File: config.mk
export PLATFORM = sky130hd
export DESIGN_NAME = pu_riscv_wb
export DESIGN_NICKNAME = d
export VERILOG_FILES = /design/src/rtl/pu_riscv_verilog_pkg.sv /design/src/rtl/pu_riscv_wb_load_align.sv /design/src/rtl/pu_riscv_wb.sv
export SDC_FILE = /design/constraint.sdc
export NUM_CORES = 1
export LEC_CHECK = 0
export BUFFER_PORTS_ARGS = -buffer_cell sky130_fd_sc_hd__buf_2
export CAP_MARGIN = 10
export CORE_AREA = 3 3 242 244
export DETAILED_ROUTE_END_ITERATION = 8
export DIE_AREA = 0 0 245 247
export HOLD_SLACK_MARGIN = 0.02
export PLACE_DENSITY = 0.44
export SLEW_MARGIN = 20
export SYNTH_ARGS = -nofsm -noshare
export SYNTH_HDL_FRONTEND = slang
export SYNTH_HIERARCHICAL = 1
export SYNTH_SLANG_ARGS = --single-unit
File: constraint.sdc
create_clock -name clk -period 13.6 [get_ports clk]
set_input_delay 2.72 -clock clk [delete_from_list [all_inputs] [get_ports clk]]
set_output_delay 2.72 -clock clk [all_outputs]
set_load 0.1 [all_outputs]
File: src/rtl/pu_riscv_verilog_pkg.sv
// Shared definitions for the RISC-V pipeline write-back stage.
//   - Default widths and reset PC
//   - Opcodes, load funct3 codes, exception cause bit indices, NOP encoding
//   - writes_rd(): does an opcode write the integer register file
package pu_riscv_verilog_pkg;

    localparam int          XLEN_DEF           = 64;
    localparam int          ILEN_DEF           = 64;
    localparam int          EXCEPTION_SIZE_DEF = 16;
    localparam logic [63:0] PC_INIT_DEF        = 64'h0000_0000_8000_0000;

    localparam logic [31:0] INSTR_NOP = 32'h0000_0013;   // addi x0, x0, 0

    // Major opcodes
    localparam logic [6:0] OPC_LOAD     = 7'b0000011;
    localparam logic [6:0] OPC_OP_IMM   = 7'b0010011;
    localparam logic [6:0] OPC_AUIPC    = 7'b0010111;
    localparam logic [6:0] OPC_OP_IMM32 = 7'b0011011;
    localparam logic [6:0] OPC_STORE    = 7'b0100011;
    localparam logic [6:0] OPC_AMO      = 7'b0101111;
    localparam logic [6:0] OPC_OP       = 7'b0110011;
    localparam logic [6:0] OPC_LUI      = 7'b0110111;
    localparam logic [6:0] OPC_OP32     = 7'b0111011;
    localparam logic [6:0] OPC_BRANCH   = 7'b1100011;
    localparam logic [6:0] OPC_JALR     = 7'b1100111;
    localparam logic [6:0] OPC_JAL      = 7'b1101111;
    localparam logic [6:0] OPC_SYSTEM   = 7'b1110011;

    // Load funct3 encodings
    localparam logic [2:0] F3_LB  = 3'b000;
    localparam logic [2:0] F3_LH  = 3'b001;
    localparam logic [2:0] F3_LW  = 3'b010;
    localparam logic [2:0] F3_LD  = 3'b011;
    localparam logic [2:0] F3_LBU = 3'b100;
    localparam logic [2:0] F3_LHU = 3'b101;
    localparam logic [2:0] F3_LWU = 3'b110;

    // Bit positions inside the exception vector (RISC-V cause codes)
    localparam int EXC_LOAD_ADDR_MISALIGNED = 4;
    localparam int EXC_LOAD_ACCESS_FAULT    = 5;

    // Opcodes whose result lands in rd of the integer register file
    function automatic logic writes_rd(input logic [6:0] opcode);
        case (opcode)
            OPC_LOAD, OPC_OP_IMM, OPC_AUIPC, OPC_OP_IMM32, OPC_AMO, OPC_OP,
            OPC_LUI, OPC_OP32, OPC_JALR, OPC_JAL, OPC_SYSTEM: writes_rd = 1'b1;
            default:                                           writes_rd = 1'b0;
        endcase
    endfunction

endpackage

File: src/rtl/pu_riscv_wb_load_align.sv
// Load data alignment and extension (purely combinational).
//   dmem_q  : raw XLEN-wide word returned by the data bus
//   adr     : low three bits of the load address
//   funct3  : load type (LB/LH/LW/LD/LBU/LHU/LWU)
//   data    : right-justified, sign/zero-extended load result
// The byte offset is rounded down to the access size, so address bits below
// the access alignment never affect the result.
module pu_riscv_wb_load_align
    import pu_riscv_verilog_pkg::*;
#(
    parameter int XLEN = XLEN_DEF
) (
    input  logic [XLEN-1:0] dmem_q,
    input  logic [2:0]      adr,
    input  logic [2:0]      funct3,
    output logic [XLEN-1:0] data
);

    logic [2:0]      offset;
    logic [XLEN-1:0] shifted;

    always_comb begin
        case (funct3[1:0])
            2'b00:   offset = adr;
            2'b01:   offset = {adr[2:1], 1'b0};
            2'b10:   offset = {adr[2], 2'b00};
            default: offset = 3'b000;
        endcase
        shifted = dmem_q >> {offset, 3'b000};

        case (funct3)
            F3_LB:   data = XLEN'($signed(shifted[7:0]));
            F3_LH:   data = XLEN'($signed(shifted[15:0]));
            F3_LW:   data = XLEN'($signed(shifted[31:0]));
            F3_LBU:  data = XLEN'(shifted[7:0]);
            F3_LHU:  data = XLEN'(shifted[15:0]);
            F3_LWU:  data = XLEN'(shifted[31:0]);
            default: data = shifted;
        endcase
    end

endmodule

File: src/rtl/pu_riscv_wb.sv
// RISC-V write-back stage: retires the memory-stage instruction, waits for
// load data from the data bus, and produces the register-file write.
//   clk, rst                      : clock, asynchronous active-high reset
//   mem_*                         : instruction arriving from the memory stage
//   dmem_ack / dmem_err / dmem_q  : data-bus response for a pending load
//   wb_stall                      : combinational, holds the pipeline while a load waits
//   wb_*                          : registered retired-instruction information
//   rf_dst / rf_wdata / rf_we     : registered register-file write port
// Optional feature: define PU_RISCV_WB_MISALIGN_CHECK_EN to flag loads whose
// address is not aligned to the access size as LOAD_ADDR_MISALIGNED.
module pu_riscv_wb
    import pu_riscv_verilog_pkg::*;
#(
    parameter int               XLEN           = XLEN_DEF,
    parameter int               ILEN           = ILEN_DEF,
    parameter int               EXCEPTION_SIZE = EXCEPTION_SIZE_DEF,
    parameter logic [XLEN-1:0]  PC_INIT        = XLEN'(PC_INIT_DEF)
) (
    input  logic                      clk,
    input  logic                      rst,

    input  logic [XLEN-1:0]           mem_pc,
    input  logic [ILEN-1:0]           mem_instr,
    input  logic                      mem_bubble,
    input  logic [EXCEPTION_SIZE-1:0] mem_exception,
    input  logic [XLEN-1:0]           mem_r,
    input  logic [XLEN-1:0]           mem_memadr,

    input  logic                      dmem_ack,
    input  logic                      dmem_err,
    input  logic [XLEN-1:0]           dmem_q,

    output logic                      wb_stall,
    output logic [XLEN-1:0]           wb_pc,
    output logic [ILEN-1:0]           wb_instr,
    output logic                      wb_bubble,
    output logic [EXCEPTION_SIZE-1:0] wb_exception,
    output logic [XLEN-1:0]           wb_badaddr,
    output logic [4:0]                rf_dst,
    output logic [XLEN-1:0]           rf_wdata,
    output logic                      rf_we
);

    typedef enum logic {RUN, WAIT} state_t;

    localparam logic [EXCEPTION_SIZE-1:0] EXC_FAULT_VEC =
        EXCEPTION_SIZE'(1) << EXC_LOAD_ACCESS_FAULT;
    localparam logic [EXCEPTION_SIZE-1:0] EXC_MISALIGN_VEC =
        EXCEPTION_SIZE'(1) << EXC_LOAD_ADDR_MISALIGNED;

    state_t          state;
    logic [6:0]      opcode;
    logic [4:0]      rd;
    logic [2:0]      funct3;
    logic            is_load;
    logic            misaligned;
    logic            load_mem;     // load that actually goes out to memory
    logic            stall;
    logic            rd_write;
    logic [XLEN-1:0] load_data;

    assign opcode  = mem_instr[6:0];
    assign rd      = mem_instr[11:7];
    assign funct3  = mem_instr[14:12];
    assign is_load = (opcode == OPC_LOAD) & ~mem_bubble & (mem_exception == '0);

`ifdef PU_RISCV_WB_MISALIGN_CHECK_EN
    always_comb begin
        case (funct3[1:0])
            2'b00:   misaligned = 1'b0;
            2'b01:   misaligned = mem_memadr[0];
            2'b10:   misaligned = |mem_memadr[1:0];
            default: misaligned = |mem_memadr[2:0];
        endcase
    end
`else
    assign misaligned = 1'b0;
`endif

    // A misaligned load (when checked) retires immediately as an exception.
    assign load_mem = is_load & ~misaligned;
    assign stall    = load_mem & ~dmem_ack & ~dmem_err;
    assign wb_stall = stall & ~rst;
    assign rd_write = writes_rd(opcode) & (rd != 5'd0);

    pu_riscv_wb_load_align #(
        .XLEN (XLEN)
    ) u_load_align (
        .dmem_q (dmem_q),
        .adr    (mem_memadr[2:0]),
        .funct3 (funct3),
        .data   (load_data)
    );

    always_ff @(posedge clk or posedge rst) begin
        if (rst) begin
            state        <= RUN;
            wb_pc        <= PC_INIT;
            wb_instr     <= ILEN'(INSTR_NOP);
            wb_bubble    <= 1'b1;
            wb_exception <= '0;
            wb_badaddr   <= '0;
            rf_dst       <= '0;
            rf_wdata     <= '0;
            rf_we        <= 1'b0;
        end else begin
            case (state)
                RUN:     if (stall)               state <= WAIT;
                WAIT:    if (dmem_ack | dmem_err) state <= RUN;
                default:                          state <= RUN;
            endcase

            if (!stall) begin
                wb_pc      <= mem_pc;
                wb_instr   <= mem_instr;
                wb_bubble  <= mem_bubble;
                rf_dst     <= rd;
                rf_wdata   <= mem_r;
                wb_badaddr <= '0;

                if (mem_bubble) begin
                    wb_exception <= '0;
                    rf_we        <= 1'b0;
                end else if (mem_exception != '0) begin
                    wb_exception <= mem_exception;
                    wb_badaddr   <= mem_memadr;
                    rf_we        <= 1'b0;
                end else if (is_load && misaligned) begin
                    wb_exception <= EXC_MISALIGN_VEC;
                    wb_badaddr   <= mem_memadr;
                    rf_we        <= 1'b0;
                end else if (is_load && dmem_err) begin
                    // error beats a simultaneous ack
                    wb_exception <= mem_exception | EXC_FAULT_VEC;
                    wb_badaddr   <= mem_memadr;
                    rf_we        <= 1'b0;
                end else if (is_load) begin
                    wb_exception <= '0;
                    rf_wdata     <= load_data;
                    rf_we        <= rd_write;
                end else begin
                    wb_exception <= '0;
                    rf_we        <= rd_write;
                end
            end
        end
    end

    // The FSM only tracks bus progress; nothing downstream consumes it.
    logic unused_state;
    assign unused_state = (state == WAIT);

endmodule

Word-level counts from Yosys, hierarchy flattened --
Cells that the tools add are included.
Word-level totals: register bits after elaboration 279, latch bits 0, RAM bits 0, memory bits (read-only) 0, input port bits 341, output and inout port bits 280, word-level logic and storage cells 60, memories kept 0
Operators by class: add/subtract/negate cells 0, multiply operators 0, div/mod/pow operators 0, order comparisons 0, eq/ne operators 18, shift-type cells 1, multiplexer cells 16, bitwise operators 10, reductions and logical operators 7
Operators by type and width (count):
- $mux 64 | 7
- $pmux 64 s6 | 1
- $shr 64x6->64 | 1
- $mux 16 | 3
- $eq 7x6->1 const B | 4
- $eq 7x5->1 const B | 3
- $eq 7x7->1 const B | 3
- $logic_not 16->1 | 1
- $reduce_bool 16->1 | 1
- $reduce_or 11->1 | 1
- $eq 3x3->1 const B | 3
- $pmux 3 s3 | 1
- $eq 7x2->1 const B | 1
- $and 1x1->1 | 6
- $reduce_bool 5->1 | 1
- $mux 1 | 4
- $not 1->1 | 4
- $eq 3x1->1 const B | 1
- $eq 3x2->1 const B | 1
- $logic_not 3->1 | 1
- $eq 2x1->1 const B | 1
- $eq 2x2->1 const B | 1
- $logic_not 2->1 | 1
- $logic_and 1x1->1 | 1

Longest topological paths before layout --
Gate-level depths: netlist of the first run.
depth in word-level cells 8, gate-level depth with buffers 11, mapped depth without buffers 7

Hierarchy --
The synthesis of the first run kept the hierarchy.
Modules (own cells, without submodules):
- pu_riscv_wb | times used 1, cells an instance 779, area each 10988.0 µm², sequential area each 6862.8 µm²
- pu_riscv_wb_load_align | times used 1, cells an instance 316, area each 2016.9 µm², sequential area each 0.0 µm²

Least setup slack after synthesis of the first run --
Ideal clock, no wire load.
kind in2out, start point in mem_exception[13], end point out wb_stall, arrival 4.994 ns, data required time 10.880 ns, path slack 5.886 ns, cell stages on the path 4, buffers on the path 0, cells stage by stage nor4_1 > nand4_1 > or4_1 > nor2_1
On the way: cells in the longest elaborated chain, start to end 5
Ends and longest elaborated chain:
- start: declaration | RTL line pu_riscv_wb.sv:25 | input logic [EXCEPTION_SIZE-1:0] mem_exception,
- $logic_not 16->1 | RTL line pu_riscv_wb.sv:65 | assign is_load = (opcode == OPC_LOAD) & ~mem_bubble & (mem_exception == '0);
- $and 1x1->1 | RTL line pu_riscv_wb.sv:65
- $and 1x1->1 (2 in series) | RTL line pu_riscv_wb.sv:82 | assign stall = load_mem & ~dmem_ack & ~dmem_err;
- $and 1x1->1 | RTL line pu_riscv_wb.sv:83 | assign wb_stall = stall & ~rst;
- end: declaration | RTL line pu_riscv_wb.sv:33 | output logic wb_stall,
Every way passes these cells.

Worst setup path in the final report of the first run --
start point in mem_exception[0], end point out wb_stall
Same word-level chain as after synthesis.

==> flow_metrics.py, run 1 <==
metrics = {
    "final_layout": {
        "fillCellCount": 5893,
        "layout_common_cells": "buf_2 (619), dfrtp_1 (269), mux2_2 (123), mux2i_1 (83), a22o_1 (79)",
        "areaGrowthSynthToFinish_pct": 37.17,
        "nNetsFinal": 1996,
        "final_common_cell": "buf_2",
        "stdcell_area_mm2": 0.01784,
        "drive_above_1_share_pct": 50.45,
    },
    "synth": {
        "synth_edf_count": 0,
        "synth_cells": 1095,
        "synth_area_per_cell_um2": 11.88,
        "ys_async_sr_fraction_pct": 100.0,
        "synth_cell_types": 56,
        "synth_fp_nets": 1436,
        "netlist_area_mm2": 0.01300,
        "synth_seq_area_share_pct": 52.77,
        "dominantRegCellSynth": "dfrtp_1",
        "ys_ff_latch": 274,
        "ys_warn_count": 6,
    },
    "worst_hold_path": {
        "hold_start": "wb_instr[6]",
        "hold_path_depth": 1,
        "min_to": "wb_instr[6]",
        "min_path_type": "flip-flop to flip-flop",
    },
    "power": {
        "total_power_mw": 2.497,
        "leakage_nw": 8.762,
        "irDropWorstVdd_v": 0.00007816,
        "p_per_area_mw_per_mm2": 140.0,
    },
    "route": {
        "vias": 11850,
        "drtAntennaViolNets": 0,
        "wl_um": 59710,
        "vias_per_cell": 4.853,
        "dr.first_iter.drc_count": 841,
        "routedWlPerCell_um": 24.45,
        "drc_errors": 0,
        "dr.pass1.iters": 5,
    },
    "critical_path": {
        "cp.arrival_ps": 5340,
        "worstReg2RegEnd": "wb_instr[11]",
        "r2r_start": "wb_instr[11]",
        "reg2reg_slack_ps": 12790,
        "worst_ep_required_time_ps": 10880,
        "endpoint_kind": "primary output",
        "crit_fanout": 3,
        "crit_type": "primary input to primary output",
        "reg2regPathDepth": 1,
        "start_kind": "primary input",
    },
    "cts": {
        "tritoncts": "done",
        "clk_root_buffer_cell": "clkbuf_16",
        "cts.sinks": 274,
        "htree_levels": 2,
        "path_clk_slew_ps": 60,
        "cts_resized": 0,
        "hold_buffers": 0,
        "cts_setup_buffers": 0,
        "cts_inserted_buffers": 37,
        "clockBufferDepth": 3,
        "clkLatencyLatePin_ps": 540,
    },
    "sta": {
        "setup_viol": 0,
        "rsz0062_at_grt": "no",
        "tightest_slew_ps": 1057,
        "whs_ps": 478.1,
        "fin_skew_ps": 0,
        "maxSlewViolCount": 0,
        "tns_ps": 0,
        "fin_crit_sh_pct": 59.25,
        "hold_viol_final": 0,
        "post-route-min-period_ps": 8059,
        "fmax_ghz": 0.1241,
        "slew_headroom_pct": 29.46,
    },
    "die": {
        "die_area_mm2": 0.06052,
        "rows": 87,
        "die_w_um": 245,
        "core_mm2": 0.05650,
        "start_util_pct": 23.02,
        "die_h_um": 247,
        "ios": 621,
    },
    "global_routing": {
        "met1_usage_pct": 23.61,
        "grt_max_degree": 164,
        "grt_overflow": 0,
        "use_met2_pct": 32.77,
        "track_usage_pct": 19.07,
        "antenna_found_initial": 13,
        "grt_pass1_vias": 12470,
        "grt_util_met3_pct": 5.747,
        "busiest_layer": "met2",
        "grt_pass1_wl_um": 86390,
    },
    "place": {
        "port_buffers": 620,
        "hpwlAfterDp_um": 43610,
        "placed_area_mm2": 0.01658,
        "place_congestion": 0.8509,
    },
    "run": {
        "cap_violations": 0,
    },
    "status": {
        "status": "finished clean",
    },
}
[synthesized netlist by cell type (2+ instances only)]
master      n  area, um2
o32ai_1     3      26.28
or4_1       2      15.01
nand2_1    71      266.5
buf_2      34      170.2
dfrtp_1   269       6731
nand3_1    62      310.3
mux2i_1    83      830.8
a221o_1     3      30.03
a22oi_1     2      15.01
o211ai_1   11      82.58
buf_1       6      22.52
and3b_1     2      17.52
a21oi_1    71      355.3
buf_6      21      236.5
nor3b_2     2      25.02
mux4_2      9      202.7
a32o_1      2      20.02
a21o_1     15      112.6
o21ai_0     7      35.03
a211oi_1    5      37.54
mux2_2    123       1385
nor4_1      4      25.02
o22ai_1     4      25.02
a31oi_1    67      419.2
clkbuf_1   43      161.4
dfstp_2     5      131.4
a22o_1     79      691.9
nand2b_1    5      31.28
buf_4       9      67.56
nand4_1    34      212.7
nor2_1     10      37.54
inv_1       6      22.52
nor3_2      2      20.02
and2_1      2      12.51
[state kept, by name (all words and copies together) (netlist names)]
register,cells
rf_wdata,64
wb_badaddr,64
wb_instr,64
rf_we,1
wb_pc,64
wb_bubble,1
wb_exception,16
[per-stage QoR]
step                std cells  utilization, %  worst slack, ps
floorplan                1095               -             3336
global placement         2372           29.35             5479
detailed placement       2372           29.36             5423
CTS                      2439           31.56             5423
global route             2441           31.57             5399
finish                   2442           31.57             5541
[cell type report]
cell class	instances	area, um2	area share (%)
antenna	3	7.507	0.04208
clock buffer	52	1042	5.843
clock inverter	15	203.9	1.143
inverter	6	30.03	0.1683
multi-input combinational	701	5503	30.85
sequential	274	6863	38.47
tap	756	945.9	5.303
timing repair buffer	635	3243	18.18
[cell families (layout without fill, tap and decap cells)]
| kind of cell | after synthesis | in the layout | synth area share [%] |
|---|---|---|---|
| compound gates | 278 | 278 | 15.04 |
| simple gates | 208 | 208 | 8.322 |
| mux | 215 | 215 | 18.60 |
| flops | 274 | 274 | 52.77 |
| buf+inv | 120 | 708 | 5.272 |
| other cells | 0 | 3 | 0 |
[report_power, final]
group	internal (mW)	total, mW	switching (mW)
Sequential	0.858	0.881	0.0232
Combinational	0.131	0.607	0.476
Clock	0.615	1.01	0.394
Total	1.60	2.50	0.893
[routing by layer]
layer | share of wire (%) | vias to the layer above
met4 | 2.0 | 14
met1 | 40 | 5976
met2 | 49 | 540
met5 | 0.15 | -
li1 | - | 5235
met3 | 8.4 | 85
[how the worst max path moves through the flow]
stage	from	endpoint	slack (ps)	depth (start not counted)
global route	mem_exception[0]	wb_stall	5400	6
CTS	mem_exception[0]	wb_stall	5420	6
global placement	mem_exception[0]	wb_stall	5480	6
finish	mem_exception[0]	wb_stall	5540	6
floorplan	rst	rf_wdata[0]	3340	1
detailed placement	mem_exception[0]	wb_stall	5420	6
[worst max-delay path, stage by stage]
cell and delay (ps):
buf_2 110, nor4_1 840, nand4_1 460, or4_1 640, nor2_1 130, buf_2 440
Note: power is estimated with default switching activity, not from simulation.
==> run 2, diff against run 1 <==
Clock period 13.6 ns to 7.9 ns, I/O delays scaled along.
==> flow_metrics.py, run 2 (synthesis gave the netlist of run 1 again) <==
metrics = {
    "global_routing": {
        "grt_pass1_vias": 12370,
        "track_usage_pct": 18.73,
        "antenna_found_initial": 11,
        "grt_max_degree": 152,
        "grt_overflow": 0,
        "grt_pass1_wl_um": 84970,
    },
    "sta": {
        "fmax_ghz": 0.1801,
        "setup_viol": 0,
        "post-route-min-period_ps": 5552,
        "tightest_slew_ps": 1002,
        "tns_ps": 0,
        "hold_viol_final": 0,
        "fin_skew_ps": 0,
        "whs_ps": 470.9,
        "rsz0062_at_grt": "no",
        "maxSlewViolCount": 0,
        "fin_crit_sh_pct": 70.28,
        "slew_headroom_pct": 33.21,
    },
    "die": {
        "rows": 87,
        "die_area_mm2": 0.06052,
        "die_h_um": 247,
        "ios": 621,
        "start_util_pct": 23.02,
        "core_mm2": 0.05650,
        "die_w_um": 245,
    },
    "cts": {
        "cts_setup_buffers": 0,
        "hold_buffers": 0,
        "tritoncts": "done",
        "htree_levels": 2,
        "cts.sinks": 274,
        "path_clk_slew_ps": 50,
        "cts_inserted_buffers": 35,
        "clk_root_buffer_cell": "clkbuf_16",
        "clockBufferDepth": 3,
        "cts_resized": 0,
        "clkLatencyLatePin_ps": 530,
    },
    "critical_path": {
        "crit_slowest_cell": "or4_1",
        "reg2reg_slack_ps": 7090,
        "worst_ep_required_time_ps": 6320,
        "reg2regPathDepth": 1,
        "r2r_start": "wb_instr[7]",
        "cp_common_cell": "buf_2",
        "endpoint_kind": "primary output",
        "path_cells": "buf_2 -> nor4_1 -> nand4_1 -> or4_1 -> nor2_1 -> buf_2",
        "crit_fanout": 3,
        "start_kind": "primary input",
        "slowest_delay_ps": 640,
        "crit_type": "primary input to primary output",
        "cp.arrival_ps": 3970,
        "worstReg2RegEnd": "wb_instr[7]",
    },
    "power": {
        "p_per_area_mw_per_mm2": 234.1,
        "irDropWorstVdd_v": 0.0001390,
        "leakage_nw": 8.717,
    },
    "worst_hold_path": {
        "min_to": "wb_instr[2]",
        "hold_path_depth": 1,
        "min_path_type": "flip-flop to flip-flop",
        "hold_start": "wb_instr[2]",
    },
    "route": {
        "drtAntennaViolNets": 0,
        "drc_errors": 0,
        "vias_per_cell": 4.864,
        "dr.first_iter.drc_count": 689,
        "routedWlPerCell_um": 24.01,
        "wl_um": 58710,
        "dr.pass1.iters": 5,
        "vias": 11890,
    },
    "final_layout": {
        "layout_common_cells": "buf_2 (619), dfrtp_1 (269), mux2_2 (123), mux2i_1 (83), a22o_1 (79)",
        "final_core_utilization_pct": 31.44,
        "areaGrowthSynthToFinish_pct": 36.56,
        "fillCellCount": 5932,
        "stdcell_area_mm2": 0.01776,
        "nNetsFinal": 1999,
        "final_cells": 2445,
        "final_common_cell": "buf_2",
        "drive_above_1_share_pct": 50.33,
    },
    "place": {
        "placed_area_mm2": 0.01660,
        "port_buffers": 620,
        "hpwlAfterDp_um": 43790,
        "placed_cells": 2377,
        "place_congestion": 0.8750,
    },
    "run": {
        "cap_violations": 0,
    },
    "status": {
        "status": "finished clean",
    },
}
[run 2: changes by cell type in the layout (fill, tap and decap cells not counted), sizes merged]
| cell | previous run | this run |
|---|---|---|
| diode | 3 | 4 |
| clkbuf | 52 | 54 |
| clkinvlp | 1 | 2 |
| inv | 9 | 6 |
| buf | 635 | 640 |
| bufinv | 4 | 1 |
[run 2: layout make-up]
| class | instances | area, um2 | area share [%] |
|---|---|---|---|
| Antenna cell | 4 | 10.01 | 0.05636 |
| Clock buffer | 54 | 1027 | 5.784 |
| Clock inverter | 10 | 121.4 | 0.6834 |
| Inverter | 6 | 26.28 | 0.1480 |
| Multi-Input combinational cell | 701 | 5485 | 30.89 |
| Sequential cell | 274 | 6863 | 38.64 |
| Tap cell | 756 | 945.9 | 5.326 |
| Timing Repair Buffer | 640 | 3281 | 18.47 |
[run 2: through the flow]
step,power [mW],worst slack (ps)
final,4.157,2348
after global placement,2.583,2302
after detailed placement,2.587,2371
after floorplan,2.303,2466
after CTS,4.228,2371
after global routing,4.329,2190
[run 2: critical path, delay by kind of cell]
family / cells / cell delay (ps)
buffers and inverters: 2 / 550
AND/OR/NAND/NOR: 4 / 1830
[run 2: worst max path at each step]
stage / startpoint / endpoint / slack, ps / cells after the start
5_1_grt: mem_exception[13] / wb_stall / 2190 / 6
4_1_cts: mem_exception[13] / wb_stall / 2370 / 6
2_1_floorplan: mem_exception[13] / wb_stall / 2470 / 4
3_3_place_gp: mem_exception[13] / wb_stall / 2300 / 6
6_report: mem_exception[13] / wb_stall / 2350 / 6
3_5_place_dp: mem_exception[13] / wb_stall / 2370 / 6
[run 2: power breakdown]
| group | internal (mW) | leakage (nW) | switching [mW] |
|---|---|---|---|
| Sequential | 1.48 | 3.29 | 0.0394 |
| Clock | 0.939 | 0.559 | 0.662 |
| Combinational | 0.227 | 4.87 | 0.814 |
[run 2: per-layer routing]
metal / vias to the layer above / part of all wire, % / global-route usage, %
li1: 5239 / - / -
met1: 5914 / 38 / 22.26
met2: 620 / 49 / 31.43
met3: 108 / 9.6 / 6.072
met4: 12 / 3.8 / 7.451
met5: - / 0.13 / 0
==> run 3, diff against run 2 <==
Settings changed: CORE_AREA 3 3 242 244 to 3 3 241 243, DIE_AREA 0 0 245 247 to 0 0 244 246, PLACE_DENSITY 0.44 to 0.46.
Clock period 7.9 ns to 4.6 ns, I/O delays scaled along.
==> flow_metrics.py, run 3 (synthesis gave the netlist of run 1 again) <==
metrics = {
    "status": {
        "status": "finished clean",
    },
    "cts": {
        "clkLatencyLatePin_ps": 530,
        "clk_root_buffer_cell": "clkbuf_16",
        "hold_buffers": 0,
        "clockBufferDepth": 3,
        "htree_levels": 2,
        "cts_resized": 0,
        "cts.sinks": 274,
        "tritoncts": "done",
        "path_clk_slew_ps": 60,
        "cts_inserted_buffers": 35,
        "cts_setup_buffers": 0,
    },
    "power": {
        "irDropWorstVdd_v": 0.0003043,
        "p_per_area_mw_per_mm2": 400.1,
        "leakage_nw": 8.801,
        "total_power_mw": 7.188,
    },
    "sta": {
        "whs_ps": 471.8,
        "slew_headroom_pct": 39.16,
        "hold_viol_final": 0,
        "tightest_slew_ps": 912.6,
        "fmax_ghz": 0.2500,
        "post-route-min-period_ps": 4000,
        "setup_viol": 0,
        "maxSlewViolCount": 0,
        "fin_skew_ps": 0,
        "fin_crit_sh_pct": 86.97,
        "rsz0062_at_grt": "no",
        "tns_ps": 0,
    },
    "route": {
        "wl_met1_um": 22340,
        "top_layer_used": "met5",
        "vias_per_cell": 4.812,
        "drc_errors": 0,
        "vias": 11830,
        "dr.pass1.iters": 5,
        "wl_um": 59870,
        "drtAntennaViolNets": 0,
        "dr.first_iter.drc_count": 708,
        "wl_met2_um": 29090,
        "wl_met3_um": 5717,
        "routedWlPerCell_um": 24.35,
    },
    "place": {
        "port_buffers": 620,
        "place_congestion": 0.8097,
        "hpwlAfterDp_um": 45610,
    },
    "global_routing": {
        "grt_pass1_vias": 12410,
        "grt_max_degree": 106,
        "antenna_found_initial": 19,
        "grt_overflow": 0,
        "grt_pass1_wl_um": 85860,
        "track_usage_pct": 19.17,
    },
    "final_layout": {
        "fillCellCount": 5906,
        "nNetsFinal": 2011,
        "final_common_cell": "buf_2",
        "drive_above_1_share_pct": 50.86,
        "areaGrowthSynthToFinish_pct": 38.13,
        "layout_common_cells": "buf_2 (618), dfrtp_1 (269), mux2_2 (123), mux2i_1 (83), a22o_1 (79)",
    },
    "critical_path": {
        "reg2reg_slack_ps": 3810,
        "endpoint_kind": "primary output",
        "crit_fanout": 3,
        "cp_top_family": "simple AND/OR/NAND/NOR gates",
        "cp.buffers_inverters": 3,
        "slowest_delay_ps": 540,
        "path_cells": "buf_2 -> nor4_1 -> nand4_1 -> buf_4 -> or4_1 -> nor2_1 -> buf_12",
        "worst_ep_required_time_ps": 3680,
        "r2r_start": "wb_instr[7]",
        "reg2regPathDepth": 1,
        "crit_type": "primary input to primary output",
        "cp.arrival_ps": 3080,
        "worstReg2RegEnd": "wb_instr[7]",
        "start_kind": "primary input",
        "startpoint": "mem_exception[0]",
        "crit_slowest_cell": "or4_1",
    },
    "die": {
        "core_mm2": 0.05617,
        "die_w_um": 244,
        "start_util_pct": 23.15,
        "ios": 621,
        "die_area_mm2": 0.06002,
        "rows": 87,
        "die_h_um": 246,
    },
    "worst_hold_path": {
        "hold_start": "wb_instr[3]",
        "hold_path_depth": 1,
        "min_to": "wb_instr[3]",
        "min_path_type": "flip-flop to flip-flop",
    },
    "run": {
        "cap_violations": 0,
    },
}
[run 3: cell types whose count changed in the layout (fill, tap and decap cells not counted), sizes merged]
cell,previous run,this run
bufinv,1,3
buf,640,652
diode,4,12
clkinv,7,8
clkbuf,54,45
[run 3: area by class of cell]
class                      instances  area (um2)  share of cell area (%)
sequential                       274        6863                   38.20
tap                              756       945.9                   5.266
clock inverter                    13       176.4                  0.9821
clock buffer                      45       963.4                   5.363
antenna                           12       30.03                  0.1672
multi-input combinational        701        5485                   30.54
inverter                           6       26.28                  0.1463
timing repair buffer             652        3473                   19.34
[run 3: metal layers]
layer | GRT usage (%) | vias to the layer above
met5 | 0 | -
met3 | 6.813 | 110
met1 | 21.78 | 5860
met4 | 7.966 | 18
li1 | - | 5262
met2 | 32.75 | 582
[run 3: power by group]
group	total [mW]	leakage (nW)	switching, mW	internal (mW)
clock network	2.79	0.558	1.13	1.65
registers	2.60	3.29	0.0680	2.54
logic	1.80	4.95	1.41	0.392
total	7.19	8.80	2.61	4.58
[run 3: stage by stage]
step	setup slack (ps)	utilization, %	std cells	area, um2
6_report	599.5	31.98	2459	17960
5_1_grt	546.2	31.94	2450	17940
4_1_cts	581.9	31.93	2447	17930
3_5_place_dp	587.2	29.90	2389	16790
3_3_place_gp	523.7	29.90	2389	16790
2_1_floorplan	60.69	-	1095	13010
[run 3: how the worst max path moves through the flow]
stage	to	cells after the start
final	wb_stall	7
after global routing	wb_stall	7
after CTS	wb_stall	7
after detailed placement	wb_stall	7
after global placement	wb_stall	7
after floorplan	rf_wdata[0]	1
